===== src/rtl/pipe_stage_reg_pkg.sv =====
// Shared pipeline definitions: field positions, NOP encoding and the
// occupancy encoding used by every stage register in the core.
package pipe_stage_reg_pkg;

    localparam int FLD_INST = 0;
    localparam int FLD_PC   = 1;
    localparam int FLD_ALU  = 2;
    localparam int FLD_DATA = 3;

    // A zeroed instruction word is the NOP, so flushing to zero yields bubbles.
    localparam logic [31:0] NOP_INST = 32'h0000_0000;

    typedef enum logic [1:0] {
        OCC_EMPTY = 2'd0,
        OCC_ONE   = 2'd1,
        OCC_TWO   = 2'd2
    } occ_state_e;

    // Entries lost to a flush: everything held, minus a head that left that cycle.
    function automatic logic [1:0] flush_drop(input occ_state_e s, input logic out_fire);
        logic [1:0] held;
        held = s;
        return held - {1'b0, out_fire};
    endfunction

endpackage


===== src/rtl/pipe_stage_reg_sat_counter.sv =====
// Saturating up-counter with a 0..2 increment; never wraps past all-ones.
module pipe_stage_reg_sat_counter #(
    parameter int CNT_W = 16
) (
    input  logic             clk,
    input  logic             clear,
    input  logic [1:0]       inc,
    output logic [CNT_W-1:0] count
);

    localparam logic [CNT_W-1:0] CNT_MAX = '1;

    logic [CNT_W:0] sum;

    always_comb begin
        sum = (CNT_W+1)'(count) + (CNT_W+1)'(inc);
    end

    // A carry out means the sum passed the maximum, even when inc is 2.
    always_ff @(posedge clk) begin
        if (clear) begin
            count <= '0;
        end else if (sum[CNT_W]) begin
            count <= CNT_MAX;
        end else begin
            count <= sum[CNT_W-1:0];
        end
    end

endmodule


===== src/rtl/pipe_stage_reg.sv =====
// Parametrised valid/ready pipeline stage with a two-entry skid buffer,
// flush-to-zero and a saturating count of entries discarded by flush.
module pipe_stage_reg
    import pipe_stage_reg_pkg::*;
#(
    parameter int DATA_W     = 32,
    parameter int NUM_FIELDS = 4,
    parameter int CNT_W      = 16
) (
    input  logic                         clk,
    input  logic                         rst,
    input  logic                         flush,
    input  logic                         in_valid,
    output logic                         in_ready,
    input  logic [NUM_FIELDS*DATA_W-1:0] in_data,
    output logic                         out_valid,
    input  logic                         out_ready,
    output logic [NUM_FIELDS*DATA_W-1:0] out_data,
    output logic [1:0]                   occupancy,
    output logic [CNT_W-1:0]             drop_count
);

    localparam int ENTRY_W = NUM_FIELDS * DATA_W;

    occ_state_e         state;
    logic [ENTRY_W-1:0] main_q;
    logic [ENTRY_W-1:0] skid_q;
    logic               in_fire;
    logic               out_fire;
    logic [1:0]         drop_inc;

    assign in_ready  = (state != OCC_TWO) && !flush && !rst;
    assign out_valid = (state != OCC_EMPTY);
    assign out_data  = main_q;
    assign occupancy = state;
    assign in_fire   = in_valid && in_ready;
    assign out_fire  = out_valid && out_ready;

    // main always holds the head; skid only ever feeds main, keeping FIFO order.
    always_ff @(posedge clk) begin
        if (rst || flush) begin
            state  <= OCC_EMPTY;
            main_q <= '0;
            skid_q <= '0;
        end else begin
            case (state)
                OCC_EMPTY: begin
                    if (in_fire) begin
                        state  <= OCC_ONE;
                        main_q <= in_data;
                    end
                end
                OCC_ONE: begin
                    if (in_fire && out_fire) begin
                        main_q <= in_data;
                    end else if (in_fire) begin
                        state  <= OCC_TWO;
                        skid_q <= in_data;
                    end else if (out_fire) begin
                        state  <= OCC_EMPTY;
                        main_q <= '0;
                    end
                end
                OCC_TWO: begin
                    if (out_fire) begin
                        state  <= OCC_ONE;
                        main_q <= skid_q;
                        skid_q <= '0;
                    end
                end
                default: begin
                    state  <= OCC_EMPTY;
                    main_q <= '0;
                    skid_q <= '0;
                end
            endcase
        end
    end

    always_comb begin
        drop_inc = 2'd0;
        if (flush && !rst) begin
            drop_inc = flush_drop(state, out_fire);
        end
    end

    pipe_stage_reg_sat_counter #(
        .CNT_W (CNT_W)
    ) u_drop_counter (
        .clk   (clk),
        .clear (rst),
        .inc   (drop_inc),
        .count (drop_count)
    );

endmodule


===== config.mk =====
export PLATFORM = sky130hd
export DESIGN_NAME = pipe_stage_reg
export DESIGN_NICKNAME = d
export VERILOG_FILES = /design/src/rtl/pipe_stage_reg_pkg.sv /design/src/rtl/pipe_stage_reg_sat_counter.sv /design/src/rtl/pipe_stage_reg.sv
export SDC_FILE = /design/constraint.sdc
export NUM_CORES = 1
export LEC_CHECK = 0
export BUFFER_PORTS_ARGS = -buffer_cell sky130_fd_sc_hd__clkbuf_2
export CAP_MARGIN = 10
export CORE_MARGIN = 3
export CORE_UTILIZATION = 45
export DETAILED_ROUTE_END_ITERATION = 10
export GPL_ROUTABILITY_DRIVEN = 0
export PLACE_DENSITY = 0.8
export SYNTH_ARGS = -nofsm -noshare
export SYNTH_HDL_FRONTEND = slang
export SYNTH_SLANG_ARGS = --single-unit

===== constraint.sdc =====
create_clock -name clk -period 4.31 [get_ports clk]
set_input_delay 0.431 -clock clk [delete_from_list [all_inputs] [get_ports clk]]
set_output_delay 0.431 -clock clk [all_outputs]
set_load 0.01 [all_outputs]

After elaboration in Yosys (flattened, before gate mapping)
Index checks and enable logic that the tools add are counted.
Widths: inputs -> output; s select.

storage, ports and cells
  register bits = 274
  bits of input ports = 133
  output and inout bits = 148
  word-level logic and storage cells = 47

operators by class
  add/sub/neg operators = 2
  equal/unequal tests = 10
  multiplexer cells = 16
  bitwise gates (word level) = 1
  reduce and logical (&&, ||, !) cells = 14

operators by type and width
  kind                count
  $mux 128            6
  $pmux 128 s3        2
  $add 16x2->17       1
  $mux 16             1
  $mux 2              6
  $reduce_and 4->1    3
  $ne 2x2->1 const B  5
  $ne 3x3->1 const B  3
  $logic_and 1x1->1   6
  $pmux 2 s3          1
  $eq 2x1->1 const B  1
  $eq 2x2->1 const B  1
  $logic_not 1->1     2
  $logic_not 2->1     1
  $reduce_bool 2->1   1
  $sub 2x1->2         1
  $logic_or 1x1->1    1
  $not 1->1           1

Depth between registers and ports, before layout
Gate-level depths: netlist of run 1.

  word-level depth = 7
  mapped depth = 14

By module
Synthesis of run 1 repeated with hierarchy kept, for this count alone.

second synthesis, totals
  cell total of the unflattened synthesis = 1592
  area total of the unflattened synthesis = 13172.6 um2

modules (own cells, without submodules)
  module                      instances  cells an instance  area each (um2)  sequential area each (um2)
  pipe_stage_reg              1          1508               12381.9          5165.0
  pipe_stage_reg_sat_counter  1          84                 790.8            320.3

Worst setup path after synthesis of run 1
Ideal clock, no wire load.

  path kind = reg2reg
  start = register state[1] (netlist: occupancy[1])
  end = register u_drop_counter.count[10]
  setup time = 70 ps
  data arrival time = 3175 ps
  required time = 4240 ps
  path slack = 1065 ps
  cell stages (with the launch flop) = 15
  path through = dfxtp_1 -> buf_2 -> clkbuf_1 -> buf_1 -> or2_2 -> and2_1 -> ha_1 -> nor2_1 -> ha_1 -> inv_1 -> fa_1 -> nor3_1 -> nand3_1 -> clkbuf_1 -> a21oi_1

between the ends
  longest elaborated chain between the ends = 6

ends and longest elaborated chain
  what                      RTL line                          source
  start: declaration        pipe_stage_reg.sv:25              occ_state_e state;
  start signal: assignment  pipe_stage_reg.sv:42              state <= OCC_EMPTY;
  start signal: assignment  pipe_stage_reg.sv:49              state <= OCC_ONE;
  start signal: assignment  pipe_stage_reg.sv:57              state <= OCC_TWO;
  $reduce_bool 2->1         pipe_stage_reg.sv:33              assign out_valid = (state != OCC_EMPTY);
  net out_valid             pipe_stage_reg.sv:16              output logic out_valid,
  $logic_and 1x1->1         pipe_stage_reg.sv:37              assign out_fire = out_valid && out_ready;
  $sub 2x1->2               pipe_stage_reg_pkg.sv:23          return held - {1'b0, out_fire};
  $mux 2                    pipe_stage_reg.sv:82              if (flush && !rst) begin
  $add 16x2->17             pipe_stage_reg_sat_counter.sv:16  sum = (CNT_W+1)'(count) + (CNT_W+1)'(inc);
  $mux 16                   pipe_stage_reg_sat_counter.sv:23  end else if (sum[CNT_W]) begin
  end signal: assignment    pipe_stage_reg_sat_counter.sv:26  count <= sum[CNT_W-1:0];
  end: declaration          pipe_stage_reg_sat_counter.sv:8   output logic [CNT_W-1:0] count

The timed path passes the listed nets, and every way through them passes these cells.
A chain may end at the register's enable or synchronous reset.

Worst setup path in the final report of run 1
  start = register state[1] (netlist: occupancy[1])
  end = output occupancy[1]

RTL lines
  what              RTL line              source
  end: declaration  pipe_stage_reg.sv:19  output logic [1:0] occupancy,

No word-level cell between the ends.

==> metrics, run 1 <==
crit-path max FO=95; share of flip-flops with an asynchronous set or reset=0%; Tcrit/Tclk final=78.3%; Slew headroom=a little under a quarter; Final ANT Viol Nets=0; Syn Inst Count=~1.6k; initial antenna violation count=5; Main synth FF type=dfxtp_1; clk sinks=roughly 270; post-synthesis mux area share=9.26%; CTS tree=yes; largest net degree at the start of global routing=161; H-tree depth=1; flops & latches, synth=around 270; YS warnings=0; first-pass GRT wire length=60700 um; CP arrival=2940 ps; Final HPWL DP=23000 um; Synth Cell Area=about 0.013 sq mm; design area=0.0157 sq mm; Worst Tran Pin Value=1150 ps; Crit. End Element=output pin; Fmax achieved=about 0.30 GHz; setup TNS=0 ps; Hold Path Class=in -> reg; Synth Area in XOR/XNOR=0.659%; die width=approximately 180 um; final hold violations=0; final WL=slightly below 40000 um; Net count, final=1874; Slew Limit Fails=0; Initial Utilization=45.9%; maximum vdd drop=268 uV; Filler cells=roughly 2.6k; endpoints failing setup=0; status=finished, final reports clean; clock root buffer=clkbuf_16; Post-synth EDFFs=0; commonest cells after routing, fill and taps aside=clkbuf_2 (280), dfxtp_1 (272), nand2_1 (140); DRT iter0 DRCs=a little over 900; Via density=5.88; PortBufs=280; met3 Usage GRT=5.33%; layout cell share with drive strength beyond 1=~21%; largest family of logic cells by synthesized area=compound AO/OA/AOI/OAI gates; post-CTS sizing=0; clock slew at reported path FFs=60 ps; hold-fix buffers at CTS=0; setup bufs post-CTS=0; Placed Cells=2088; adder-cell share of the synthesized area=0.433%; Die Area=0.0316 sq mm; Skew-Pair Late Insertion Delay=about 550 ps; Startpoint Class=flip-flop; post-route minimum period=between 3000 and 4000 ps; Required @ worst endpoint=just under 4000 ps; P per Cell Area=370 mW/mm^2; Finished Layout Cells=~2.1k; core area=0.0289 sq mm; Ports=281; met2 usage=38.5%; clk_skew=14.3 ps; global-route met1 utilization=29.2%; max-cap violations=0; gr usage total=23.1%; Synth Area in Compound Gates=a little over a fifth; synth unique cells=45; area grow syn2layout=18.1%; Seq/Total Area, Yosys=41.3%; Syn Area/Cell=8.42 sq um; Leakage=around 0.0057 uW; maximum clock path buffer count=3; RSZ-0062 raised after global routing=false; Wirelength per Cell=between 15 and 20 um; die height=178 um; DR DRC count=0; commonest non-fill, non-tap cell in the layout=clkbuf_2; Placed Area=0.0147 sq mm; fin worst setup slack=935 ps; Initial DRT Pass Iterations=7; global route overflow=0; TritonCTS Buffers=31; grt peak-use layer=met2; Synth Area in Simple Gates=20.4%; syn nets=1715; critical path class=reg -> out; DR vias=12.6k; Setup WS pre-CTS=1140 ps; Site Rows=62; number of global-route vias before repair=12.1k
==> synthesized netlist by cell type, drive strengths merged (5+ instances only) <==
library cell	number	area, sq um
clkbuf	87	327
o32ai	123	1080
a21oi	26	130
dfxtp	274	5490
nand2	141	529
nand3	133	666
inv	5	18.8
a22oi	124	931
mux2i	123	1230
nand2b	131	820
xnor2	8	70.1
buf	89	472
nor2	132	495
o21ai	133	666
nor3	10	55.1
==> routing by layer <==
| layer | routed length, um | up-vias |
|---|---|---|
| met1 | 16400 | 6052 |
| met5 | 0 | - |
| met2 | 18200 | 455 |
| met4 | 924 | 0 |
| li1 | - | 6049 |
| met3 | 3030 | 72 |
==> critical path: stages (launching register included) <==
cell and delay [ps]:
dfxtp_4 340, buf_4 720, buf_4 940, clkbuf_2 280
==> area by class of cell <==
type | instances | area [sq um] | share of cell area, %
well taps | 384 | 480 | 3.06
repair buffers | 302 | 1630 | 10.4
inverters | 5 | 18.8 | 0.120
flip-flops and latches | 274 | 5490 | 35.0
clock buffers | 44 | 905 | 5.77
clock inverters | 12 | 115 | 0.734
diodes | 5 | 12.5 | 0.0797
multi-input cells | 1123 | 7040 | 44.9
==> flip-flops by register name (all words and copies together) (netlist names) <==
signal                count
occupancy                 2
out_data                128
skid_q                  128
u_drop_counter.count     16
==> worst paths after layout <==
check                                                from                       end  slack (ps)  cells after the start
worst min register to register   skid_q[109]$_SDFFE_PP0P_  skid_q[109]$_SDFFE_PP0P_         460                      2
worst min-delay path                         in_data[109]  skid_q[109]$_SDFFE_PP0P_         110                      3
worst max register to register  occupancy[1]$_SDFFE_PP0P_   skid_q[41]$_SDFFE_PP0P_        1080                      6
worst max-delay path            occupancy[1]$_SDFFE_PP0P_              occupancy[1]         930                      3
==> kinds of logic (layout without fill, tap and decap cells) <==
| group | count (synthesis) | in the layout |
|---|---|---|
| AND/OR/NAND/NOR | 568 | 568 |
| flip-flops | 274 | 274 |
| multiplexers | 123 | 123 |
| XOR/XNOR | 10 | 10 |
| AO/OA/AOI/OAI | 418 | 418 |
| adder cells (fa/ha/maj) | 4 | 4 |
| buffers and inverters | 181 | 363 |
| other | 0 | 5 |
==> stage by stage <==
step                      power, uW  hold slack (ps)  utilization, %
final                          5800              111            54.2
after global routing           6020              106            54.2
after CTS                      5850             91.6            54.2
after detailed placement       3230              449            50.7
after global placement         3220              442            50.7
after floorplan                3010              436               -
==> where the power goes <==
| part | switching [uW] | total (uW) | internal, uW | leakage [uW] |
|---|---|---|---|---|
| registers | 21.8 | 2580 | 2560 | 0.00221 |
| clock network | 1060 | 2620 | 1570 | 0.000505 |
| logic | 385 | 598 | 213 | 0.00295 |
| total | 1460 | 5800 | 4340 | 0.00567 |
Power figures use the tool's default switching activity.
==> inputs of run 2 (changes only) <==
Settings changed: ABC_AREA set to 1, PLACE_DENSITY 0.8 to 0.83.
Clock period 4.31 ns to 2.9 ns, I/O delays scaled along.
==> run 2 against run 1 <==
Compared with the run above: routed wire length fell by 13%; die area fell by 10%; worst hold slack got worse by 92 ps; count of clock-buffer cells in the layout fell by 3; synthesized area fell by 11%; critical endpoint is now u_drop_counter.count[13]$_SDFF_PP0_; largest cell class unchanged; largest power group is now registers.
==> metrics, run 2 <==
Required @ worst endpoint=3380 ps (-500 ps); Initial Utilization=46.6% (+0.63 points); sw frac=23.5% (-1.7 points); Leakage=0.00591 uW (+4.3%); largest area contributor in the netlist=dfxtp_1; Filler cells=2396 (-8.0%); CP arrival=3140 ps (+200 ps); Hold WS=19.1 ps (-92.0 ps); Site Rows=58 (-6.5%); endpoints failing setup=0 (unchanged); gr usage total=22.6% (-0.47 points); Internal=6130 uW (+41%); met2 usage=38.3% (-0.25 points); Tcrit/Tclk final=92.0%; Ports=281 (unchanged); Via density=5.37 (-8.6%); initial antenna violation count=0 (-5); number of global-route vias before repair=11.3k (-6.4%); Synth Area in Compound Gates=17.2% (-4.6 points); Net count, final=2051 (+9.4%); Slew headroom=41.2% (+18 points); Startpoint Class=flip-flop; critical path class=reg -> reg; clk_skew=9.35 ps (-4.90 ps); TritonCTS Buffers=29 (-6.5%); clock root buffer=clkbuf_16; Hold Path Class=in -> reg; final WL=33700 um (-13%); largest net degree at the start of global routing=153 (-5.0%); share of flip-flops with an asynchronous set or reset=0% (unchanged); # diodes=0 (-5); clock power share=45.1% (about the same); Post-synth EDFFs=0 (unchanged); Synth Area in XOR/XNOR=0.295% (-0.36 points); max-cap violations=0 (unchanged); crit-path max FO=5 (-95%); YS warnings=0 (unchanged); post-synth top area share=46.1% (+4.8 points); clk sinks=274 (unchanged); Slew Limit Fails=0 (unchanged); FF+latch area=0.00549 sq mm (-0.14%); first-pass GRT wire length=55300 um (-8.9%); multi-input logic area=0.00560 sq mm (-20%); die height=169 um (-5.2%); Net Sw Power=1880 uW (+29%); Fmax achieved=0.375 GHz; clock slew at reported path FFs=60 ps (about the same); core area=0.0255 sq mm (-12%); Final HPWL DP=20700 um (-10%); largest cells by area after synthesis=dfxtp_1 (46%), nand2_1 (21%), a21oi_1 (11%); total power=8020 uW (+38%); DR DRC count=0 (unchanged); DR vias=12.2k (-3.7%); setup bufs post-CTS=0 (unchanged); die width=169 um (-5.2%); Final ANT Viol Nets=0 (unchanged); Synth Area in Simple Gates=28.8% (+8.4 points); commonest cells after routing, fill and taps aside=nand2_1 (672), clkbuf_2 (280), dfxtp_1 (274); Seq/Total Area, Yosys=46.1% (+4.8 points); most instantiated cells after synthesis=nand2_1 (673), dfxtp_1 (274), a21oi_1 (266), nand3_1 (140), o21ai_0 (133); global route overflow=0 (unchanged); post-synthesis mux area share=0% (-9.3 points); Worst Tran Pin Value=883 ps (-265 ps); Die Area=0.0284 sq mm (-10%); largest family of logic cells by synthesized area=simple AND/OR/NAND/NOR gates; H-tree depth=1 (unchanged); part of the power in registers=47.6% (+3.1 points); met3 Usage GRT=3.97% (-1.4 points); DRT iter0 DRCs=1228 (+32%); Combinational Power Share=7.3% (-3.0 points); post-route minimum period=2670 ps; Skew-Pair Late Insertion Delay=530 ps (-20 ps); PortBufs=280 (unchanged); layout cell share with drive strength beyond 1=18.8% (-1.9 points); maximum vdd drop=406 uV (+52%); maximum clock path buffer count=3 (unchanged); area grow syn2layout=20.7%; final hold violations=0 (unchanged); Syn Inst Count=1711 (+8.4%); RSZ-0062 raised after global routing=true; P per Cell Area=558 mW/mm^2 (+51%); commonest non-fill, non-tap cell in the layout=nand2_1; Setup WS pre-CTS=70.6 ps (-1070 ps); Synth Cell Area=0.0119 sq mm (-11%); synth unique cells=30 (-33%); CTS tree=yes; syn nets=1848 (+7.8%); Wirelength per Cell=14.9 um (-17%); Initial DRT Pass Iterations=5 (-2); Main synth FF type=dfxtp_1; status=finished, final reports clean; grt peak-use layer=met2; fin worst setup slack=231 ps (-704 ps); most common cell in the synthesized netlist=nand2_1; global-route met1 utilization=29.8% (+0.63 points); flops & latches, synth=274 (unchanged); adder-cell share of the synthesized area=0.484% (+0.051 points); Crit. End Element=flip-flop; Syn Area/Cell=6.95 sq um (-17%)
==> run 2: final timing paths <==
check / startpoint / endpoint / slack, ps / cells past startpoint
worst max-delay path: occupancy[0]$_SDFFE_PP0P_ / u_drop_counter.count[13]$_SDFF_PP0_ / 230 / 16
worst min-delay path: in_data[66] / skid_q[66]$_SDFFE_PP0P_ / 20 / 3
worst max register to register: occupancy[0]$_SDFFE_PP0P_ / u_drop_counter.count[13]$_SDFF_PP0_ / 230 / 16
worst min register to register: out_data[90]$_SDFFE_PP0P_ / out_data[90]$_SDFFE_PP0P_ / 460 / 2
==> run 2: metrics by stage <==
step	TNS [ps]	cell area, sq um	utilization [%]	std cells
2_1_floorplan	0	11900	-	1711
3_3_place_gp	0	13300	52.0	2201
3_5_place_dp	0	13300	52.0	2201
4_1_cts	0	14300	56.1	2264
5_1_grt	-195	14400	56.2	2264
6_report	0	14400	56.2	2264
==> run 2: power groups by stage <==
stage / Clock (uW) / Combinational [uW] / Sequential (uW)
floorplan: 0 / 314 / 3910
detailed placement: 0 / 568 / 3900
CTS: 3680 / 583 / 3820
global placement: 0 / 561 / 3900
finish: 3610 / 585 / 3820
global route: 3850 / 654 / 3820
==> run 2: what timing repair did <==
action                                  in CTS  in global routing
gates resized for setup                      0                  5
endpoints found under the hold margin       12                  0
endpoints found under the setup margin       0                 16
hold buffers                                12                  0
==> run 2: per-layer routing <==
layer | routed length (um) | up-vias | part of all wire (%)
met1 | 14200 | 5633 | 42
li1 | - | 5983 | -
met5 | 0 | - | 0
met4 | 989 | 0 | 2.9
met2 | 15900 | 470 | 47
met3 | 2550 | 71 | 7.6
==> run 2: final cells by class <==
type | instances | share of cell area [%]
Multi-Input combinational cell | 1260 | 39.0
Clock inverter | 10 | 0.715
Clock buffer | 41 | 5.72
Tap cell | 330 | 2.88
Inverter | 36 | 1.03
Timing Repair Buffer | 313 | 12.5
Sequential cell | 274 | 38.2
==> run 2: critical path, cell delays in order (launching register included) <==
cell     delay, ps
dfxtp_1        340
nor2_1         180
inv_1           80
nand2_1         70
inv_1           40
ha_1           270
nor2_1         110
ha_1           160
inv_1           50
fa_1           390
nor2_1         170
nand2_1        130
nor2_2         230
nand3_2        160
nand3_1        120
nand2_1         50
inv_1           50
==> run 2: cell families (layout without fill, tap and decap cells) <==
kind of cell	after synthesis	after routing
compound gates	404	404
xor+xnor	4	4
fa+ha+maj	4	4
buf+inv	177	400
flops	274	274
simple gates	848	848
==> inputs of run 3 (changes only) <==
--- a/constraint.sdc
+++ b/constraint.sdc
@@ -3,2 +3,2 @@
 set_output_delay 0.29 -clock clk [all_outputs]
-set_load 0.01 [all_outputs]
+set_load 0.005 [all_outputs]
==> run 3 against run 2 <==
Compared with the run above: non-clock buffer count grew 36; combinational power up 5.3%; largest cell class unchanged; count of clock-buffer cells in the layout unchanged; register-to-register slack is essentially flat; fmax increased by 0.25%; total power up 5.3%; via count grew 2.6%; global-route usage increased by 0.16 points.
==> metrics, run 3 (synthesis gave the netlist of run 2 again) <==
endpoints failing setup=0 (unchanged); critical path class=reg -> reg; commonest non-fill, non-tap cell in the layout=nand2_1; Hold Path Class=in -> reg; crit-path max FO=5 (unchanged); die height=169 um (unchanged); CP arrival=3100 ps (-40 ps); final WL=34500 um (+2.2%); maximum vdd drop=427 uV (+5.2%); global route overflow=0 (unchanged); Wirelength per Cell=15.0 um (+0.51%); design area=0.0149 sq mm (+3.5%); clock slew at reported path FFs=60 ps (about the same); max-cap violations=0 (unchanged); status=finished, final reports clean; DR vias=12.5k (+2.6%); TritonCTS Buffers=29 (unchanged); Site Rows=58 (unchanged); Initial Utilization=46.6% (unchanged); largest net degree at the start of global routing=146 (-4.6%); die width=169 um (unchanged); commonest cells after routing, fill and taps aside=nand2_1 (672), clkbuf_2 (280), dfxtp_1 (274); H-tree depth=1 (unchanged); DRT iter0 DRCs=1295 (+5.5%); Startpoint Class=flip-flop; initial antenna violation count=0 (unchanged); Worst Tran Pin Value=874 ps (-8.50 ps); Crit. End Element=flip-flop; Placed Area=0.0133 sq mm (+0.15%); Finished Layout Cells=2303 (+1.7%); first-pass GRT wire length=55700 um (+0.77%); Slew headroom=41.7% (+0.57 points); setup bufs post-CTS=0 (unchanged); total power=8440 uW (+5.3%); CTS tree=yes; DR DRC count=0 (unchanged); core area=0.0255 sq mm (unchanged); RSZ-0062 raised after global routing=true; Initial DRT Pass Iterations=6 (+1); Final HPWL DP=20700 um (+0.11%); maximum clock path buffer count=3 (unchanged); clk sinks=274 (unchanged); number of global-route vias before repair=11.6k (+2.3%); Tcrit/Tclk final=91.8% (-0.23 points); Via density=5.41 (+0.83%); Filler cells=2242 (-6.4%); P per Cell Area=568 mW/mm^2 (+1.8%); Fmax achieved=0.376 GHz (+0.25%); gr usage total=22.8% (+0.16 points); PortBufs=280 (unchanged); Placed Cells=2202 (+0.045%); Ports=281 (unchanged); post-route minimum period=2660 ps (-6.77 ps); Skew-Pair Late Insertion Delay=540 ps (about the same); Leakage=0.00613 uW (+3.6%); Die Area=0.0284 sq mm (unchanged); area grow syn2layout=24.9%; Required @ worst endpoint=3340 ps (-40 ps); Slew Limit Fails=0 (unchanged); clk_skew=7.66 ps (-1.69 ps); final hold violations=0 (unchanged); Final ANT Viol Nets=0 (unchanged); Net count, final=2087 (+1.8%); clock root buffer=clkbuf_16; layout cell share with drive strength beyond 1=18.8% (-0.058 points)
==> run 3: changes by cell type in the layout (fill, tap and decap cells not counted) <==
cell and change:
diode_2 +1, dlygate4sd3_1 +35, inv_6 +2, buf_12 +1, bufinv_16 +3, clkbuf_8 +3
clkbuf_1 -3, clkinv_2 -3
==> run 3: metrics by stage <==
stage	TNS, ps	hold WS [ps]	utilization [%]	worst slack (ps)
floorplan	0	369	-	324
global placement	0	452	52.1	217
detailed placement	0	455	52.1	32.7
CTS	0	0.222	58.0	11.3
global route	-16.7	0.0652	58.1	-16.7
finish	0	18.0	58.1	238
==> run 3: worst paths after layout <==
path,start,end,slack (ps),depth (start not counted)
hold / removal,in_data[121],skid_q[121]$_SDFFE_PP0P_,20,3
setup reg to reg,occupancy[0]$_SDFFE_PP0P_,u_drop_counter.count[14]$_SDFF_PP0_,240,17
setup / recovery,occupancy[0]$_SDFFE_PP0P_,u_drop_counter.count[14]$_SDFF_PP0_,240,17
hold reg to reg,out_data[35]$_SDFFE_PP0P_,out_data[35]$_SDFFE_PP0P_,460,2
==> run 3: report_power, final <==
part	leakage [uW]	switching, uW	internal, uW
sequential	0.00221	20.9	3800
combinational	0.00340	383	233
clock	0.000515	1520	2480
total	0.00613	1930	6510
==> run 3: area by class of cell <==
class | count | area, sq um | area share, %
Clock buffer | 41 | 851 | 5.73
Clock inverter | 12 | 195 | 1.31
Antenna cell | 1 | 2.50 | 0.0168
Sequential cell | 274 | 5490 | 36.9
Tap cell | 330 | 413 | 2.78
Inverter | 36 | 148 | 0.994
Timing Repair Buffer | 349 | 2160 | 14.6
Multi-Input combinational cell | 1260 | 5600 | 37.7
==> run 3: worst max-delay path: stages (launching register included) <==
cell     delay, ps
dfxtp_1        340
nor2_1         180
inv_1           90
nand2_1         70
inv_1           40
ha_1           260
nor2_1         110
ha_1           170
inv_1           60
fa_1           390
nor2_1         160
nand2_1        130
nor2_2         210
nand3_1        110
nand2_1         80
nand3_1         60
nand2_1         60
inv_1           40
==> run 3: per-layer routing <==
layer / up-vias / routed length, um / GRT usage [%]
li1: 6065 / - / -
met3: 90 / 2820 / 4.20
met1: 5731 / 14100 / 29.2
met4: 0 / 1080 / 7.86
met2: 583 / 16500 / 38.7
met5: - / 0 / 0
==> run 3: what timing repair did <==
item / in CTS / in global routing
hold endpoints to repair: 47 / 0
hold buffers: 47 / 0
endpoints found under the setup margin: 0 / 16
resized for setup: 0 / 5
